`config.mk`:
```
export PLATFORM = sky130hd
export DESIGN_NAME = udma_external_per_cfg_seq
export DESIGN_NICKNAME = d
export VERILOG_FILES = /design/src/rtl/udma_external_per_cfg_seq.sv
export SDC_FILE = /design/constraint.sdc
export NUM_CORES = 1
export LEC_CHECK = 0
export ABC_AREA = 1
export ABC_CLOCK_PERIOD_IN_PS = 4700
export CORE_ASPECT_RATIO = 1.4
export CORE_UTILIZATION = 39
export CTS_BUF_LIST = sky130_fd_sc_hd__clkbuf_2 sky130_fd_sc_hd__clkbuf_4 sky130_fd_sc_hd__clkbuf_8
export CTS_CLUSTER_SIZE = 24
export DETAILED_ROUTE_END_ITERATION = 8
export PLACE_DENSITY_LB_ADDON = 0.12
export REMOVE_ABC_BUFFERS = 1
export SYNTH_ARGS = -nofsm -noshare
export SYNTH_HDL_FRONTEND = slang
export SYNTH_SLANG_ARGS = --single-unit
```
`constraint.sdc`:
```
create_clock -name clk_i -period 4.7 [get_ports clk_i]
set_input_delay 0.47 -clock clk_i [delete_from_list [all_inputs] [get_ports clk_i]]
set_output_delay 0.47 -clock clk_i [all_outputs]
set_load 0.01 [all_outputs]
```
`src/rtl/udma_external_per_cfg_seq.sv`:
```
// udma_external_per_cfg_seq: programs one RX/TX uDMA channel transfer from a descriptor
// over the cfg bus, then polls CFG until the channel goes idle.
module udma_external_per_cfg_seq #(
  parameter int L2_AWIDTH_NOAL = 12,
  parameter int TRANS_SIZE     = 16,
  parameter int POLL_GAP       = 4,
  parameter int MAX_POLLS      = 1024
) (
  input  logic                      clk_i,
  input  logic                      rst_i,
  input  logic                      desc_valid_i,
  output logic                      desc_ready_o,
  input  logic                      desc_dir_i,
  input  logic [L2_AWIDTH_NOAL-1:0] desc_addr_i,
  input  logic [TRANS_SIZE-1:0]     desc_size_i,
  input  logic [1:0]                desc_datasize_i,
  input  logic                      desc_continuous_i,
  input  logic                      abort_i,
  output logic                      cfg_valid_o,
  output logic                      cfg_rwn_o,
  output logic [4:0]                cfg_addr_o,
  output logic [31:0]               cfg_data_o,
  input  logic [31:0]               cfg_data_i,
  input  logic                      cfg_ready_i,
  output logic                      busy_o,
  output logic                      done_o,
  output logic [1:0]                done_status_o
);
  localparam int GW = $clog2(POLL_GAP + 1);
  localparam int PW = $clog2(MAX_POLLS + 1);
  typedef enum logic [2:0] {IDLE, WR_SADDR, WR_SIZE, WR_CFG, WAIT, POLL, ABORT} state_t;
  state_t state;
  logic dir, cont, abort_pend, timeout, abort_now, unused_data;
  logic [1:0] dsize;
  logic [TRANS_SIZE-1:0] size;
  logic [GW-1:0] gap_cnt;
  logic [PW-1:0] poll_cnt;
  logic [4:0] cfg_reg;
  assign cfg_reg     = {2'b00, dir, 2'b10};
  assign abort_now   = abort_i | abort_pend;
  assign unused_data = ^{cfg_data_i[31:6], cfg_data_i[3:0]};
  // In the bus states cfg_valid_o is always high, so cfg_ready_i alone marks the accept cycle.
  always_ff @(posedge clk_i) begin
    if (rst_i) begin
      state         <= IDLE;
      desc_ready_o  <= 1'b0;
      busy_o        <= 1'b0;
      done_o        <= 1'b0;
      done_status_o <= 2'b00;
      cfg_valid_o   <= 1'b0;
      cfg_rwn_o     <= 1'b0;
      cfg_addr_o    <= '0;
      cfg_data_o    <= '0;
      dir           <= 1'b0;
      cont          <= 1'b0;
      dsize         <= '0;
      size          <= '0;
      gap_cnt       <= '0;
      poll_cnt      <= '0;
      abort_pend    <= 1'b0;
      timeout       <= 1'b0;
    end else begin
      done_o <= 1'b0;
      if (abort_i && state != IDLE && state != ABORT) abort_pend <= 1'b1;
      case (state)
        IDLE: begin
          desc_ready_o <= 1'b1;
          if (desc_valid_i && desc_ready_o) begin
            dir        <= desc_dir_i;
            cont       <= desc_continuous_i;
            dsize      <= desc_datasize_i;
            size       <= desc_size_i;
            poll_cnt   <= '0;
            abort_pend <= 1'b0;
            timeout    <= 1'b0;
            if (desc_size_i == '0) begin
              done_o        <= 1'b1;
              done_status_o <= 2'b00;
            end else begin
              state        <= WR_SADDR;
              desc_ready_o <= 1'b0;
              busy_o       <= 1'b1;
              cfg_valid_o  <= 1'b1;
              cfg_rwn_o    <= 1'b0;
              cfg_addr_o   <= {2'b00, desc_dir_i, 2'b00};
              cfg_data_o   <= 32'(desc_addr_i);
            end
          end
        end
        WAIT: begin
          gap_cnt <= gap_cnt + 1'b1;
          if (abort_now) begin
            state <= ABORT; cfg_valid_o <= 1'b1; cfg_rwn_o <= 1'b0; cfg_addr_o <= cfg_reg; cfg_data_o <= 32'h20;
          end else if (gap_cnt == GW'(POLL_GAP - 1)) begin
            state <= POLL; cfg_valid_o <= 1'b1; cfg_rwn_o <= 1'b1; cfg_addr_o <= cfg_reg; cfg_data_o <= '0;
          end
        end
        ABORT: if (cfg_ready_i) begin
          state         <= IDLE;
          cfg_valid_o   <= 1'b0;
          busy_o        <= 1'b0;
          desc_ready_o  <= 1'b1;
          done_o        <= 1'b1;
          done_status_o <= timeout ? 2'b10 : 2'b01;
        end
        default: if (cfg_ready_i) begin
          if (abort_now) begin
            state <= ABORT; cfg_valid_o <= 1'b1; cfg_rwn_o <= 1'b0; cfg_addr_o <= cfg_reg; cfg_data_o <= 32'h20;
          end else if (state == WR_SADDR) begin
            state      <= WR_SIZE;
            cfg_addr_o <= {2'b00, dir, 2'b01};
            cfg_data_o <= 32'(size);
          end else if (state == WR_SIZE) begin
            state      <= WR_CFG;
            cfg_addr_o <= cfg_reg;
            cfg_data_o <= {26'h0, 3'b010, dsize, cont};
          end else if ((state == WR_CFG && cont) || (state == POLL && cfg_data_i[5:4] == 2'b00)) begin
            state         <= IDLE;
            cfg_valid_o   <= 1'b0;
            busy_o        <= 1'b0;
            desc_ready_o  <= 1'b1;
            done_o        <= 1'b1;
            done_status_o <= 2'b00;
          end else if (state == WR_CFG || poll_cnt != PW'(MAX_POLLS - 1)) begin
            state       <= WAIT;
            cfg_valid_o <= 1'b0;
            gap_cnt     <= '0;
            poll_cnt    <= poll_cnt + PW'(state == POLL);
          end else begin
            timeout <= 1'b1;
            state <= ABORT; cfg_valid_o <= 1'b1; cfg_rwn_o <= 1'b0; cfg_addr_o <= cfg_reg; cfg_data_o <= 32'h20;
          end
        end
      endcase
    end
  end
endmodule

```
# Yosys cells after proc, flatten, opt, wreduce, memory -nomap -nowiden

Cells that the tools add are included.

Muxes and demuxes: 115
Bitwise gates (word level): 5
Equality and inequality tests: 34
Reductions and logical operators: 30
Add/subtract/negate cells: 2

Operators with widths:

| cell                 | number |
|---|---|
| $mux 32              | 10 |
| $pmux 32 s3          | 1 |
| $mux 11              | 7 |
| $mux 1               | 50 |
| $mux 5               | 10 |
| $mux 3               | 16 |
| $reduce_and 7->1     | 4 |
| $reduce_and 9->1     | 3 |
| $pmux 11 s2          | 1 |
| $mux 2               | 10 |
| $ne 2x1->1 const B   | 9 |
| $logic_not 16->1     | 1 |
| $ne 4x2->1 const B   | 4 |
| $reduce_and 8->1     | 2 |
| $pmux 1 s3           | 5 |
| $pmux 5 s3           | 1 |
| $ne 6x4->1 const B   | 2 |
| $add 11x1->11        | 1 |
| $ne 11x10->1 const B | 1 |
| $ne 5x2->1 const B   | 2 |
| $eq 3x2->1 const B   | 3 |
| $eq 3x3->1 const B   | 3 |
| $ne 3x1->1 const B   | 3 |
| $pmux 3 s3           | 1 |
| other kinds (18)     | 36 |

Input bits: 69
Output and inout bits: 44
Register bits after elaboration: 83

# Longest topological paths before layout

Gate-level depths: netlist of run 1.

Depth after elaboration: 9
Gate-level depth with buffers: 13

# Worst setup path before layout of run 1

No wires, ideal clock.

Path type: register to register
Start: reg state[0]
End: reg poll_cnt[8]
Path buffers: 1
Arrival time: 1716 ps
Clock period less this slack: 1786 ps
Data required time: 4630 ps
Cell stages (with the launch flop): 13
Setup slack: 2914 ps
Cell sequence: dfxtp_1 > buf_6 > nand2_1 > nor2_2 > ha_1 > ha_1 > inv_1 > nor2_1 > nand3_1 > xor2_1 > nor2_1 > nand2_1 > a21oi_1

Longest elaborated chain between the ends: 9

Ends and longest elaborated chain:

| item                   | RTL line | RTL |
|---|---|---|
| start, declared        | 32       | `state_t state;` |
| start signal, assigned | 45       | `state <= IDLE;` |
| start signal, assigned | 80       | `state <= WR_SADDR;` |
| start signal, assigned | 93       | `state <= ABORT; cfg_valid_o <= 1'b1; cfg_rwn_o <= 1'b0; cfg_addr_o <= cfg_reg; cfg_data_o <= 32'h20;` |
| $eq 3x3->1             | 117, 128 |  |
| $add 11x1->11          | 128      | `poll_cnt <= poll_cnt + PW'(state == POLL);` |
| $mux 11                | 124      | `end else if (state == WR_CFG \|\| poll_cnt != PW'(MAX_POLLS - 1)) begin` |
| $mux 11                | 117      | `end else if ((state == WR_CFG && cont) \|\| (state == POLL && cfg_data_i[5:4] == 2'b00)) begin` |
| $mux 11                | 113      | `end else if (state == WR_SIZE) begin` |
| $mux 11                | 109      | `end else if (state == WR_SADDR) begin` |
| $mux 11                | 107      | `if (abort_now) begin` |
| $mux 11                | 106      | `default: if (cfg_ready_i) begin` |
| $pmux 11 s2            | 65       | `case (state)` |
| end signal, assigned   | 128      |  |
| end, declared          | 37       | `logic [PW-1:0] poll_cnt;` |

Parallel ways exist; a longest one is shown, timed or not. The select of a mux whose other input is x is not followed.
A chain may end at the register's enable or synchronous reset.

# Worst setup path after layout of run 1

Start: in abort_i
End: reg cfg_data_o[3]

Longest elaborated chain between the ends: 4

Ends and longest elaborated chain:

| item                 | RTL line | RTL |
|---|---|---|
| start, declared      | 18       | `input logic abort_i,` |
| $or 1x1->1 (*)       | 40       | `assign abort_now = abort_i \| abort_pend;` |
| $mux 32              | 107      |  |
| $mux 32              | 106      |  |
| $pmux 32 s3          | 65       |  |
| end signal, assigned | 86       | `cfg_data_o <= 32'(desc_addr_i);` |
| end signal, assigned | 112      | `cfg_data_o <= 32'(size);` |
| end signal, assigned | 116      | `cfg_data_o <= {26'h0, 3'b010, dsize, cont};` |
| end, declared        | 22       | `output logic [31:0] cfg_data_o,` |

Every way passes the cells marked *; elsewhere a longest branch is shown, timed or not. The select of a mux whose other input is x is not followed.

==> results of run 1 <==
## power by group
part / switching (uW) / internal [uW]
Sequential: 89.2 / 688
Combinational: 710 / 406
Clock: 202 / 233
## area by class of cell
type / count / area (sq um) / share of cell area [%]
clock buffers: 14 / 174 / 4.09
flip-flops and latches: 65 / 1300 / 30.6
inverters: 41 / 156 / 3.68
repair buffers: 68 / 671 / 15.8
well taps: 105 / 131 / 3.09
multi-input cells: 400 / 1820 / 42.7
## layout by cell type, fill, tap and decap left out, types with 11 or more instances in the layout
master,n
sky130_fd_sc_hd__nand2_1,132
sky130_fd_sc_hd__nor2_1,115
sky130_fd_sc_hd__dfxtp_1,65
sky130_fd_sc_hd__clkdlybuf4s50_1,64
sky130_fd_sc_hd__o21ai_0,36
sky130_fd_sc_hd__inv_1,33
sky130_fd_sc_hd__a21oi_1,28
sky130_fd_sc_hd__nand3_1,26
sky130_fd_sc_hd__conb_1,18
sky130_fd_sc_hd__clkbuf_8,11
## through the flow
step / hold slack [ns] / power [uW]
CTS: 0.458 / 2360
global placement: 0.441 / 1900
finish: 0.454 / 2330
floorplan: 0.427 / 1520
global route: 0.479 / 2540
detailed placement: 0.448 / 1910
## sequential cells by signal, summed over array words and instances (netlist names)
signal / cells
abort_pend: 1
busy_o: 1
cfg_addr_o: 3
cfg_data_o: 16
cfg_rwn_o: 1
cfg_valid_o: 1
cont: 1
desc_ready_o: 1
dir: 1
done_o: 1
done_status_o: 2
dsize: 2
gap_cnt: 3
poll_cnt: 11
size: 16
state: 3
timeout: 1
## worst min-delay path by stage
stage | cells past startpoint | to | slack, ns | start
floorplan | 2 | size[3] | 0.43 | size[3]
global placement | 2 | dsize[0] | 0.44 | dsize[0]
detailed placement | 2 | dsize[0] | 0.45 | dsize[0]
CTS | 2 | dsize[0] | 0.46 | dsize[0]
global route | 2 | size[1] | 0.48 | size[1]
finish | 2 | size[3] | 0.45 | size[3]
## metal layers
layer / vias up / part of all wire [%]
met5: - / 0
met4: 0 / 1.5
met3: 10 / 3.8
met2: 62 / 50
met1: 1494 / 45
li1: 1742 / -
## worst max-delay path, stage by stage
cell	delay, ns
sky130_fd_sc_hd__clkdlybuf4s50_1	0.40
sky130_fd_sc_hd__nor2_1	0.69
sky130_fd_sc_hd__inv_1	0.28
sky130_fd_sc_hd__nor2_1	0.16
sky130_fd_sc_hd__buf_4	0.19
sky130_fd_sc_hd__inv_1	0.08
sky130_fd_sc_hd__o21ai_0	0.14
sky130_fd_sc_hd__inv_1	0.05
sky130_fd_sc_hd__nand2_1	0.06
sky130_fd_sc_hd__nand2_1	0.05
sky130_fd_sc_hd__nor2_1	0.08
## kinds of logic after synthesis
| kind of cell | after synthesis |
|---|---|
| and+or+nand+nor | 292 |
| AOI/OAI and AO/OA | 80 |
| buffers and inverters | 79 |
| DFF | 65 |
| xor gates and xnor gates | 6 |
| adders and majority gates | 4 |
| other | 1 |
==> impl_metrics.tcl, run 1 <==
set metrics [dict create \
    synth_top_family_by_area "simple AND/OR/NAND/NOR gates" \
    design.die.area_sq_um 9270 \
    ctsHoldBuffers 0 \
    post_drt_via_cell_ratio 4.77 \
    synth-main-ff-cell "sky130_fd_sc_hd__dfxtp_1" \
    critPathArrivalTime_ns 2.66 \
    grt_first_pass_wirelength_mm 14.1 \
    syn_inst 527 \
    ctsLongestPathBuffers 2 \
    clock_tree.root_cell "sky130_fd_sc_hd__clkbuf_8" \
    insertion_delay_ns 0.35 \
    synth_area_per_inst_sq_um 6.57 \
    pin_count 113 \
    pwr_density_cell_nw_per_um2 548 \
    initial_utilization_pct 40.2 \
    synth-warning-count 0 \
    hold_viol 0 \
    timing.critical_path.to_type "register" \
    regToRegSetupSlack_ns 2.33 \
    gr_peak_layer "met2" \
    worstReg2RegEnd "size[1]" \
    fill_cells 940 \
    timing.final.ws_setup_ns 2.32 \
    antenna_violations_before_repair 0 \
    fp.dieH_um 114 \
    worstSetupPathType "primary input to register" \
    cts_tree "done" \
    cts_buffers 9 \
    num_rows 40 \
    layout_cells_sized_above_1_pct 6.63 \
    final_core_utilization_pct 49.4 \
    setup_clock_skew_after_layout_ns 0.00762 \
    power.static_leakage_uw 0.00184 \
    worst_setup_path_start_kind "primary input" \
    synth.cell_area_sq_um 3460 \
    drc_errors 0 \
    core-area_sq_um 8610 \
    grt_start_max_net_pins 39 \
    async_reset_ff_share_pct 0 \
    numPortBuffers 64 \
    detail-route-antenna-nets 0 \
    cts.sinks 65 \
    worst_setup_hold_path_clk_slew_ns 0.06 \
    drv_cap 0 \
    post_dp_cell_area_sq_um 4080 \
    synth-seq-cells 65 \
    synthDominantAreaCellType "sky130_fd_sc_hd__dfxtp_1" \
    routed-via-count 3308 \
    unrepaired_setup_endpoints_after_global_routing "false" \
    drt_first_iter_violations 158 \
    r2r_cells 6 \
    synth_top_cells_by_area "sky130_fd_sc_hd__dfxtp_1 38%, sky130_fd_sc_hd__nand2_1 14%, sky130_fd_sc_hd__nor2_1 12%" \
    cts.repair_timing.setup_buffer_count 0 \
    place.detailed.instances 679 \
    timing.fmax_mhz 420 \
    post_synth_mux_area_share_pct 0 \
    place_worst_setup_slack_ns 1.94 \
    maxSlewHeadroom_pct 39.5 \
    insertedDiodeCount 0 \
    worst_ep_required_time_ns 4.98 \
    finalSetupViolCount 0 \
    post_synth_edffs 0 \
    ir_worst_vdd_mv 0.268 \
    detailedRoute.firstPassIterationCount 4 \
    worstMarginPinSlew_ns 0.905 \
    final_cell_area_sq_um 4250 \
    m1_gr_usage_pct 22.5 \
    netlist-cell-type-count 34 \
    min_path_type "register to register" \
    synth.yosys.seq_area_share_pct 37.6 \
    yosysMostFrequentCell "sky130_fd_sc_hd__nand2_1" \
    post_cts_resized 0 \
    final-instance-count-excl-fill 693 \
    via_count_of_the_first_global_routing_pass 3183 \
    gr-usage-all-layers_pct 19.9 \
    synth-compound-area-share_pct 12.6 \
    timing_max_transition_violations_final 0 \
    yosys.area_share.simple_pct 34.9 \
    use_met3_pct 4.56 \
    reg2reg_from "state[0]" \
    nets 658 \
    synth_top_area_share_pct 37.6 \
    overflow 0 \
    post-route-period-util_pct 50.7 \
    use_met2_pct 34.2 \
    post_synth_top_cells "132 x sky130_fd_sc_hd__nand2_1, 115 x sky130_fd_sc_hd__nor2_1, 65 x sky130_fd_sc_hd__dfxtp_1, 36 x sky130_fd_sc_hd__o21ai_0, 33 x sky130_fd_sc_hd__inv_1" \
    status "complete, no violations" \
    synth-xor-area-share_pct 1.52 \
    timing.setup.tns_ns 0 \
    synth_adder_area_share_pct 1.44 \
    finalWirelength_mm 8.62 \
    wl_per_cell_um 12.4 \
    fin_crit_ns 2.38 \
    detailed_place_hpwl_mm 6.09 \
    cp_max_fo 13 \
    worstSetupEndpoint "cfg_data_o[3]" \
    h-tree-depth 3 \
    globalplace.congestion 0.851 \
    area.growth.synth_to_final_pct 22.7 \
    cp-startpoint "abort_i" \
    floorplan.die.width_um 81.7 \
]
Note: power is estimated with default switching activity, not from simulation.
==> run 2, diff against run 1 <==
ABC_CLOCK_PERIOD_IN_PS = 2400   (was 4700)
clock period = 2.4 ns   (was 4.7 ns; I/O delays follow)
==> impl_metrics.tcl, run 2 (same netlist as run 1, synthesis figures left out) <==
set metrics [dict create \
    final_core_utilization_pct 49.8 \
    status "complete, no violations" \
    final_cell_mix "132 x sky130_fd_sc_hd__nand2_1, 115 x sky130_fd_sc_hd__nor2_1, 65 x sky130_fd_sc_hd__dfxtp_1, 64 x sky130_fd_sc_hd__clkdlybuf4s50_1, 36 x sky130_fd_sc_hd__o21ai_0" \
    wl_per_cell_um 12.3 \
    seq_power_share_pct 32.9 \
    num_rows 40 \
    critical-path-top-delay-family "simple AND/OR/NAND/NOR gates" \
    worst_setup_path_start_kind "register" \
    unrepaired_setup_endpoints_after_global_routing "false" \
    via_count_of_the_first_global_routing_pass 3045 \
    ir_worst_vdd_mv 0.505 \
    switching_power_uw 1990 \
    fill_cells 886 \
    finalSetupViolCount 0 \
    reg2reg_from "state[2]" \
    drt_first_iter_violations 196 \
    area.growth.synth_to_final_pct 23.8 \
    design.die.area_sq_um 9270 \
    pin_count 113 \
    cts.sinks 65 \
    internal_power_uw 2590 \
    fp.dieH_um 114 \
    cp_slowest_stage_delay_ns 0.45 \
    antenna_violations_before_repair 0 \
    detailedRoute.firstPassIterationCount 4 \
    cts_buffers 9 \
    drv_cap 0 \
    numPortBuffers 64 \
    worst_setup_hold_path_clk_slew_ns 0.07 \
    fin_crit_ns 2.10 \
    ctsHoldBuffers 0 \
    combPwrFrac_pct 49.2 \
    grt_first_pass_wirelength_mm 14.1 \
    post_drt_via_cell_ratio 4.78 \
    overflow 0 \
    ctsLongestPathBuffers 2 \
    layout_cells_sized_above_1_pct 7.58 \
    worst_ep_required_time_ns 2.68 \
    nets 662 \
    timing.critical_path.to_type "register" \
    gr-usage-all-layers_pct 19.9 \
    cts_tree "done" \
    cts.repair_timing.setup_buffer_count 0 \
    post-route-period-util_pct 87.6 \
    drc_errors 0 \
    clock_tree.root_cell "sky130_fd_sc_hd__clkbuf_8" \
    h-tree-depth 3 \
    hold_viol 0 \
    floorplan.die.width_um 81.7 \
    critical_path.cell_chain "nand2_1 > nor2_2 > ha_1 > ha_1 > inv_1 > nor2_1 > nand3_1 > xor2_1 > nor2_1 > nand2_1 > a21oi_1" \
    initial_utilization_pct 40.2 \
    timing.fmax_mhz 476 \
    power.switching_fraction_pct 43.4 \
    pwr_density_cell_nw_per_um2 1070 \
    insertion_delay_ns 0.35 \
    detailed_place_hpwl_mm 6.15 \
    share_clk_of_total_power_pct 17.8 \
    critical-path-slowest-cell "sky130_fd_sc_hd__dfxtp_1" \
    post_cts_resized 0 \
    core-area_sq_um 8610 \
    min_path_type "register to register" \
    globalplace.congestion 0.857 \
    timing.setup.tns_ns 0 \
    routed-via-count 3343 \
    most_common_cell_after_layout_fill_and_taps_aside "sky130_fd_sc_hd__nand2_1" \
    biggestRegsByFlops "cfg_data_o (16), size (16), poll_cnt (11)" \
    critPathArrivalTime_ns 2.38 \
    hold_path_startpoint "dsize[0]" \
    setup_clock_skew_after_layout_ns 0.0111 \
    timing_max_transition_violations_final 0 \
    grt_start_max_net_pins 49 \
    power.static_leakage_uw 0.00186 \
    finalWirelength_mm 8.56 \
    detail-route-antenna-nets 0 \
    worstSetupPathType "register to register" \
    insertedDiodeCount 0 \
    cp_max_fo 7 \
    cp-startpoint "state[2]" \
    worstPathBufferInverterCount 1 \
]
## run 2: cell types whose count changed in the layout (fill, tap and decap cells not counted), sizes merged
cell    previous run  this run
buf                4         8
clkinv             1         7
clkbuf            14        10
## run 2: metrics by stage
| step | power, uW | instance area, sq um | hold slack (ns) | setup slack [ns] | instances |
|---|---|---|---|---|---|
| floorplan | 2980 | 3270 | 0.309 | 0.317 | 506 |
| global placement | 3790 | 4120 | 0.442 | 0.179 | 683 |
| detailed placement | 3810 | 4120 | 0.448 | 0.190 | 683 |
| CTS | 4650 | 4290 | 0.459 | 0.303 | 699 |
| global route | 5020 | 4290 | 0.481 | 0.147 | 699 |
| finish | 4580 | 4290 | 0.453 | 0.298 | 699 |
## run 2: metal layers
layer  vias up  track usage, %  share of wire [%]
met4         0            8.42                1.8
met3        11            4.64                4.2
met5         -               0                  0
li1       1755               -                  -
met1      1512            23.7                 44
met2        65            33.7                 50
## run 2: cell type report
| type | instances | area [sq um] | area share [%] |
|---|---|---|---|
| multi-input cells | 400 | 1820 | 42.3 |
| clock buffers | 10 | 138 | 3.21 |
| clock inverters | 6 | 33.8 | 0.787 |
| repair buffers | 72 | 713 | 16.6 |
| flip-flops and latches | 65 | 1300 | 30.3 |
| well taps | 105 | 131 | 3.06 |
| inverters | 41 | 156 | 3.65 |
## run 2: power by group through the flow
| stage | logic [uW] | registers (uW) | clock network, uW |
|---|---|---|---|
| floorplan | 1400 | 1570 | 0 |
| global placement | 2260 | 1520 | 0 |
| detailed placement | 2280 | 1530 | 0 |
| CTS | 2290 | 1510 | 852 |
| global route | 2580 | 1540 | 899 |
| finish | 2260 | 1510 | 817 |
## run 2: final timing paths
| check | end | slack, ns | cells past startpoint |
|---|---|---|---|
| setup / recovery | poll_cnt[8] | 0.30 | 11 |
| hold / removal | dsize[0] | 0.45 | 2 |
| setup reg to reg | poll_cnt[8] | 0.30 | 11 |
| hold reg to reg | dsize[0] | 0.45 | 2 |
## run 2: worst reg2reg max path, cell delays in order, from the launching register on
cell                      delay, ns
sky130_fd_sc_hd__dfxtp_1       0.45
sky130_fd_sc_hd__nand2_1       0.10
sky130_fd_sc_hd__nor2_2        0.13
sky130_fd_sc_hd__ha_1          0.28
sky130_fd_sc_hd__ha_1          0.30
sky130_fd_sc_hd__inv_1         0.06
sky130_fd_sc_hd__nor2_1        0.18
sky130_fd_sc_hd__nand3_1       0.11
sky130_fd_sc_hd__xor2_1        0.15
sky130_fd_sc_hd__nor2_1        0.08
sky130_fd_sc_hd__nand2_1       0.06
sky130_fd_sc_hd__a21oi_1       0.13
